### src/rtl/mbtrain_sb_msg_arbiter.sv
// MBTRAIN sideband message arbiter: fixed-priority TX/RX grant to a single sideband encoder.
// Optional busy-rise timeout is enabled by defining SB_ARB_TIMEOUT_EN.
module mbtrain_sb_msg_arbiter #(
   parameter int unsigned MSG_W          = 4,
   parameter int unsigned TIMEOUT_CYCLES = 16
) (
   input  logic             clk,
   input  logic             rst,
   input  logic             i_en,
   input  logic             i_valid_tx,
   input  logic [MSG_W-1:0] i_tx_msg,
   input  logic             i_valid_rx,
   input  logic [MSG_W-1:0] i_rx_msg,
   input  logic             i_sb_busy,
   output logic [MSG_W-1:0] o_sb_msg,
   output logic             o_sb_valid,
   output logic             o_sb_src,
   output logic             o_busy_negedge_detected,
   output logic             o_timeout
);

   typedef enum logic [2:0] {StIdle, StLaunch, StWaitHi, StWaitLo, StGap} state_e;

   state_e state_q;
   logic   busy_q;  // i_sb_busy delayed by one cycle, for falling-edge detection

`ifdef SB_ARB_TIMEOUT_EN
   localparam int unsigned CntW = $clog2(TIMEOUT_CYCLES + 1);

   // Holds the number of cycles elapsed since the launch cycle.
   logic [CntW-1:0] to_cnt_q;
   logic            to_hit;

   assign to_hit = (to_cnt_q == CntW'(TIMEOUT_CYCLES - 1));
`else
   logic unused_timeout_cfg;

   assign unused_timeout_cfg = ^TIMEOUT_CYCLES;
   assign o_timeout          = 1'b0;
`endif

   always_ff @(posedge clk or posedge rst) begin
      if (rst) begin
         state_q                 <= StIdle;
         busy_q                  <= 1'b0;
         o_sb_msg                <= '0;
         o_sb_valid              <= 1'b0;
         o_sb_src                <= 1'b0;
         o_busy_negedge_detected <= 1'b0;
`ifdef SB_ARB_TIMEOUT_EN
         to_cnt_q                <= '0;
         o_timeout               <= 1'b0;
`endif
      end else begin
         busy_q                  <= i_sb_busy;
         o_sb_valid              <= 1'b0;
         o_busy_negedge_detected <= 1'b0;
`ifdef SB_ARB_TIMEOUT_EN
         o_timeout               <= 1'b0;
`endif
         if (!i_en) begin
            // Abort: drop any transfer in flight without reporting completion.
            state_q  <= StIdle;
            o_sb_msg <= '0;
            o_sb_src <= 1'b0;
         end else begin
            unique case (state_q)
               StIdle: begin
                  if (i_valid_tx && (i_tx_msg != '0)) begin
                     o_sb_msg   <= i_tx_msg;
                     o_sb_src   <= 1'b0;
                     o_sb_valid <= 1'b1;
                     state_q    <= StLaunch;
                  end else if (i_valid_rx && (i_rx_msg != '0)) begin
                     o_sb_msg   <= i_rx_msg;
                     o_sb_src   <= 1'b1;
                     o_sb_valid <= 1'b1;
                     state_q    <= StLaunch;
                  end
               end
               StLaunch: begin
                  state_q  <= StWaitHi;
`ifdef SB_ARB_TIMEOUT_EN
                  to_cnt_q <= CntW'(1);
`endif
               end
               StWaitHi: begin
                  if (i_sb_busy) begin
                     state_q <= StWaitLo;
`ifdef SB_ARB_TIMEOUT_EN
                  end else if (to_hit) begin
                     o_timeout <= 1'b1;
                     state_q   <= StGap;
                  end else begin
                     to_cnt_q <= to_cnt_q + CntW'(1);
`endif
                  end
               end
               StWaitLo: begin
                  if (busy_q && !i_sb_busy) begin
                     o_busy_negedge_detected <= 1'b1;
                     state_q                 <= StGap;
                  end
               end
               StGap: begin
                  state_q <= StIdle;
               end
               default: begin
                  state_q <= StIdle;
               end
            endcase
         end
      end
   end

endmodule

### config.mk
export PLATFORM = sky130hd
export DESIGN_NAME = mbtrain_sb_msg_arbiter
export DESIGN_NICKNAME = d
export VERILOG_FILES = /design/src/rtl/mbtrain_sb_msg_arbiter.sv
export SDC_FILE = /design/constraint.sdc
export NUM_CORES = 1
export LEC_CHECK = 0
export ABC_AREA = 0
export BUFFER_PORTS_ARGS = -buffer_cell sky130_fd_sc_hd__buf_2
export CAP_MARGIN = 20
export CORE_MARGIN = 2
export CORE_UTILIZATION = 40
export DETAILED_ROUTE_END_ITERATION = 12
export PLACE_DENSITY_LB_ADDON = 0.05
export SYNTH_ARGS = -nofsm -noshare
export SYNTH_HDL_FRONTEND = slang
export SYNTH_SLANG_ARGS = --single-unit
### constraint.sdc
create_clock -name clk -period 3.1 [get_ports clk]
set_input_delay 0.62 -clock clk [delete_from_list [all_inputs] [get_ports clk]]
set_output_delay 0.62 -clock clk [all_outputs]
set_load 0.1 [all_outputs]
==> run metrics, run 1 <==
status=completed; worst path cell trace=buf_2; vias per cell=roughly 5.2; Crit path required time=2.48 ns; fmax=~600 MHz; Ant. Diodes=0; number of setup buffers added after CTS=0; die width=41.9 um; total core area=1320 um^2; DRC=0; CTS tree=done; RSZ-0062 raised after global routing=no; share of cells above drive strength 1=0.387; largest buffer count on any clock path=2; Ys Warns=0; antenna violations before repair=0; PortBufs=20; vias=471; largest net degree at the start of global routing=12; first drt pass iteration count=4; Pwr Density=between 500 and 600 nW/um^2; Final #Nets=90; mean post-synth cell area=between 10 and 15 um^2; crit-path max FO=2; Tightest Hold Check Type=in2async; worst skew pair latency=between 0.2 and 0.3 ns; clock-pin slew of the registers on the worst-case setup and hold paths=about 0.070 ns; Synth Instances=54; leakage power=0.358 nW; final wirelength=1.15 mm; Total GRT Usage=0.163; endpoints failing setup=0; Root Driver=clkbuf_4; TritonCTS Buffers=3; Final ANT Viol Nets=0; part of the cycle the worst path needs=0.536; Final Hold Viols=0; CTS sink cnt=11; IO Count=22; Cell variety after synth=21; Slowest-stage cell, CP=buf_2; cts hold-fix bufs=0; synth top area cells=dfrtp_1 (48%), mux2_2 (7.8%), mux2i_1 (7.0%); H-tree Lvls=1; dominant cell type by area after synthesis=dfrtp_1; max_cap viols=0; number of global-route vias before repair=496; Detailed Route Iter0 Violations=7; post-synthesis register bit count=11; Final Critical Period=approximately 1.7 ns; Cell Area, Synth=about 570 um^2; Crit Path Class=reg2out; die footprint=around 1800 um^2; global-route wire length before repair=about 2.2 mm; max-slew violation count=0; Startpoint Class=register; total gr overflow=0; cts repair resizes=0; WL per Instance=between 10 and 15 um; sequential area share after synthesis=0.479; synthesis-to-finish area growth=21.4%; cell family with most CP delay=buffers and inverters; Core Rows=13; Worst EP arrival=between 1 and 1.5 ns; Placer Congestion=approximately 0.7; Die Span Y=around 42 um; Final TNS setup=0 ns; Detail Placement HPWL=~870 um; Mapped Nets=68; post-synth top area share=0.479; Starting Density=0.436; maximum vdd drop=0.000211 V; critical path's largest stage delay=0.42 ns; Fin Clk Skew=0.00832 ns; Buf+Inv Stages, Crit Path=1; Hold WS=roughly 0.33 ns; CP Capture Type=output port
## placed cells by master (no fill, tap or decap), drive strengths merged
master	netlist	layout
buf	2	20
dfrtp	11	11
nor2	5	5
nor4b	4	4
mux2	4	4
o21ai	4	4
nand2	4	4
mux2i	4	4
inv	4	4
clkbuf	1	4
o41ai	2	2
or3	1	1
a21o	1	1
nand2b	1	1
nand4b	1	1
a21oi	1	1
o32ai	1	1
nor3b	1	1
o221a	1	1
conb	1	1
## per-layer routing
metal | GRT usage | vias up | part of all wire
li1 | - | 235 | -
met4 | 0.0387 | 0 | 0
met1 | 0.216 | 214 | 0.48
met3 | 0.0826 | 0 | 0.087
met5 | 0 | - | 0
met2 | 0.234 | 22 | 0.43
## synth_stat cells
master / instances
a21oi_1: 1
o32ai_1: 1
nand2b_1: 1
o21ai_0: 4
clkbuf_1: 1
mux2_2: 4
nand2_1: 4
mux2i_1: 4
o41ai_1: 2
nor3b_1: 1
nand4b_1: 1
nor4b_1: 4
or3_4: 1
o221a_2: 1
conb_1: 1
inv_1: 4
buf_6: 1
nor2_1: 5
a21o_1: 1
dfrtp_1: 11
buf_4: 1
## power by group
group          internal, mW  total (mW)  switching (mW)
Clock                0.0497      0.0959          0.0461
Combinational        0.0375       0.155           0.117
Sequential            0.158       0.167         0.00852
## path summary, 6_finish.rpt
kind | from | endpoint | slack [ns] | cells past startpoint
max | o_sb_src$_DFFE_PP0P_ | o_sb_src | 1.44 | 1
min | rst | o_sb_msg[0]$_DFFE_PP0P_ | 0.33 | 2
max reg2reg | state_q[0]$_DFFE_PP0P_ | o_sb_msg[3]$_DFFE_PP0P_ | 1.76 | 3
min reg2reg | o_sb_msg[1]$_DFFE_PP0P_ | o_sb_msg[1]$_DFFE_PP0P_ | 0.53 | 2
max in group asynchronous | rst | o_busy_negedge_detected$_DFF_PP0_ | 2.48 | 2
min in group clk | i_sb_busy | busy_q$_DFF_PP0_ | 0.49 | 1
## area by class of cell
class / instances / area (um^2)
Timing Repair Buffer: 20 / 100
Sequential cell: 11 / 275
Fill cell: 129 / 621
Clock buffer: 4 / 26.3
Multi-Input combinational cell: 36 / 262
Inverter: 4 / 15.0
Tap cell: 15 / 18.8
## per-stage QoR
| stage | area [um^2] | util | std cells | power (mW) | worst slack (ns) |
|---|---|---|---|---|---|
| after CTS | 697 | 0.529 | 90 | 0.426 | 1.42 |
| final | 697 | 0.529 | 90 | 0.417 | 1.44 |
| after detailed placement | 671 | 0.509 | 86 | 0.325 | 1.24 |
| after global placement | 671 | 0.509 | 86 | 0.325 | 1.24 |
| after floorplan | 574 | - | 54 | 0.299 | 1.55 |
| after global routing | 697 | 0.529 | 90 | 0.445 | 1.37 |
## cells by family (layout without fill, tap and decap cells)
group / count (synthesis) / count (layout) / synth area share
simple gates: 17 / 17 / 0.179
flops: 11 / 11 / 0.479
compound gates: 10 / 10 / 0.122
mux: 8 / 8 / 0.148
buf+inv: 7 / 28 / 0.0653
other cells: 1 / 1 / 0.00653
## flip-flops by register name, summed over array words and instances, names as in the netlist
name	cells
o_sb_msg	4
o_sb_valid	1
state_q	3
busy_q	1
o_sb_src	1
o_busy_negedge_detected	1
No activity file was read; power rests on OpenSTA's default activity.
==> run 2: changes to the inputs <==
==> constraint.sdc (replaced) <==
create_clock -name clk -period 1.55 [get_ports clk]
set_input_delay 0.31 -clock clk [delete_from_list [all_inputs] [get_ports clk]]
set_output_delay 0.31 -clock clk [all_outputs]
set_load 0.1 [all_outputs]
==> run metrics, run 2 (synthesized netlist as in run 1, its figures left out) <==
synthesis-to-finish area growth=25.3%; RSZ-0062 raised after global routing=no; Worst EP arrival=1.05 ns (about the same); share of cells above drive strength 1=0.410 (+0.0236); fmax=about 740 MHz; vias=482 (+2.3%); Final Hold Viols=0 (unchanged); critical path's largest stage delay=0.42 ns (about the same); Crit path required time=1.24 ns (-1.24 ns); Ant. Diodes=0 (unchanged); global-route wire length before repair=1.89 mm (-13%); Largest regs=o_sb_msg: 4 flops, state_q: 3 flops; final wirelength=1.15 mm (-0.35%); Tightest Hold Check Type=in2async; Die Span Y=41.9 um (unchanged); Root Driver=clkbuf_4; die width=41.9 um (unchanged); Hold WS=0.00772 ns (-0.318 ns); max_cap viols=0 (unchanged); Final ANT Viol Nets=0 (unchanged); Detail Placement HPWL=874 um (+0.91%); Pwr Density=1180 nW/um^2 (+97%); DRC=0 (unchanged); worst path cell trace=buf_2; first drt pass iteration count=4 (unchanged); cts hold-fix bufs=0 (unchanged); number of flip-flops in the largest register=4 (unchanged); PortBufs=20 (unchanged); crit-path max FO=2 (unchanged); antenna violations before repair=0 (unchanged); fin cells=93 (+3.3%); Final Critical Period=between 1 and 1.5 ns; worst skew pair latency=0.28 ns (about the same); max-slew violation count=0 (unchanged); part of the cycle the worst path needs=0.877; Core Rows=13 (unchanged); commonest non-fill, non-tap cell in the layout=buf_2; maximum vdd drop=0.000532 V (+150%); IO Count=22 (unchanged); dpl cell area=693 um^2 (+3.4%); Total GRT Usage=0.147 (-0.0159); H-tree Lvls=1 (unchanged); Buf+Inv Stages, Crit Path=1 (unchanged); pre-CTS setup slack=0.0125 ns (-1.22 ns); TritonCTS Buffers=3 (unchanged); Finished Cell Area=719 um^2 (+3.2%); Crit Path Class=reg2out; total gr overflow=0 (unchanged); Slowest-stage cell, CP=buf_2; cell family with most CP delay=buffers and inverters; CTS sink cnt=11 (unchanged); largest net degree at the start of global routing=12 (unchanged); die footprint=1750 um^2 (unchanged); Final #Nets=93 (+3.3%); total core area=1320 um^2 (unchanged); status=completed; clock-pin slew of the registers on the worst-case setup and hold paths=0.07 ns (about the same); Detailed Route Iter0 Violations=6 (-1); number of setup buffers added after CTS=0 (unchanged); vias per cell=5.18 (-0.97%); CP Capture Type=output port; Placer Congestion=0.703 (+1.8%); leakage power=0.372 nW (+4.0%); Final Util=0.546 (+0.0171); largest reg by FF count=o_sb_msg; number of global-route vias before repair=442 (-11%); CTS tree=done; cts repair resizes=0 (unchanged); WL per Instance=12.4 um (-3.6%); Fin Clk Skew=0.00763 ns (-0.000683 ns); Starting Density=0.436 (unchanged); Cells after DPL=89 (+3.5%); setup ws final=0.191 ns (-1.25 ns); commonest cells after routing, fill and taps aside=buf_2 (20), dfrtp_1 (11), nor2_1 (5); Startpoint Class=register; endpoints failing setup=0 (unchanged); largest buffer count on any clock path=2 (unchanged)
-- run 2: worst paths after layout --
kind	startpoint	end	slack, ns	cells after the start
min	rst	o_sb_msg[0]$_DFFE_PP0P_	0.008	2
max in group asynchronous	rst	o_busy_negedge_detected$_DFF_PP0_	1.25	2
min in group clk	i_sb_busy	busy_q$_DFF_PP0_	0.18	1
max reg2reg	state_q[0]$_DFFE_PP0P_	o_sb_msg[3]$_DFFE_PP0P_	0.20	3
min reg2reg	o_sb_msg[2]$_DFFE_PP0P_	o_sb_msg[2]$_DFFE_PP0P_	0.53	2
max	o_sb_src$_DFFE_PP0P_	o_sb_src	0.19	1
-- run 2: layer usage --
metal	track usage	routed length [um]	vias to the layer above
li1	-	-	242
met5	0	0	-
met3	0.0783	106	3
met1	0.196	579	213
met2	0.197	445	24
met4	0.0581	17	0
-- run 2: final cells by class --
cell class | count | area, um^2
well taps | 15 | 18.8
flip-flops and latches | 11 | 275
repair buffers | 23 | 123
clock buffers | 4 | 26.3
multi-input cells | 36 | 262
fillers | 126 | 598
inverters | 4 | 15.0
-- run 2: through the flow --
step / power [mW] / setup TNS (ns)
after CTS: 0.861 / 0
final: 0.849 / 0
after global placement: 0.656 / -0.0781
after global routing: 0.899 / 0
after detailed placement: 0.656 / 0
after floorplan: 0.598 / 0
-- run 2: power breakdown --
part           internal, mW  leakage [nW]  switching, mW
logic                0.0802         0.212          0.236
registers             0.316         0.145         0.0165
clock network        0.0999        0.0150          0.100
total                 0.496         0.372          0.353
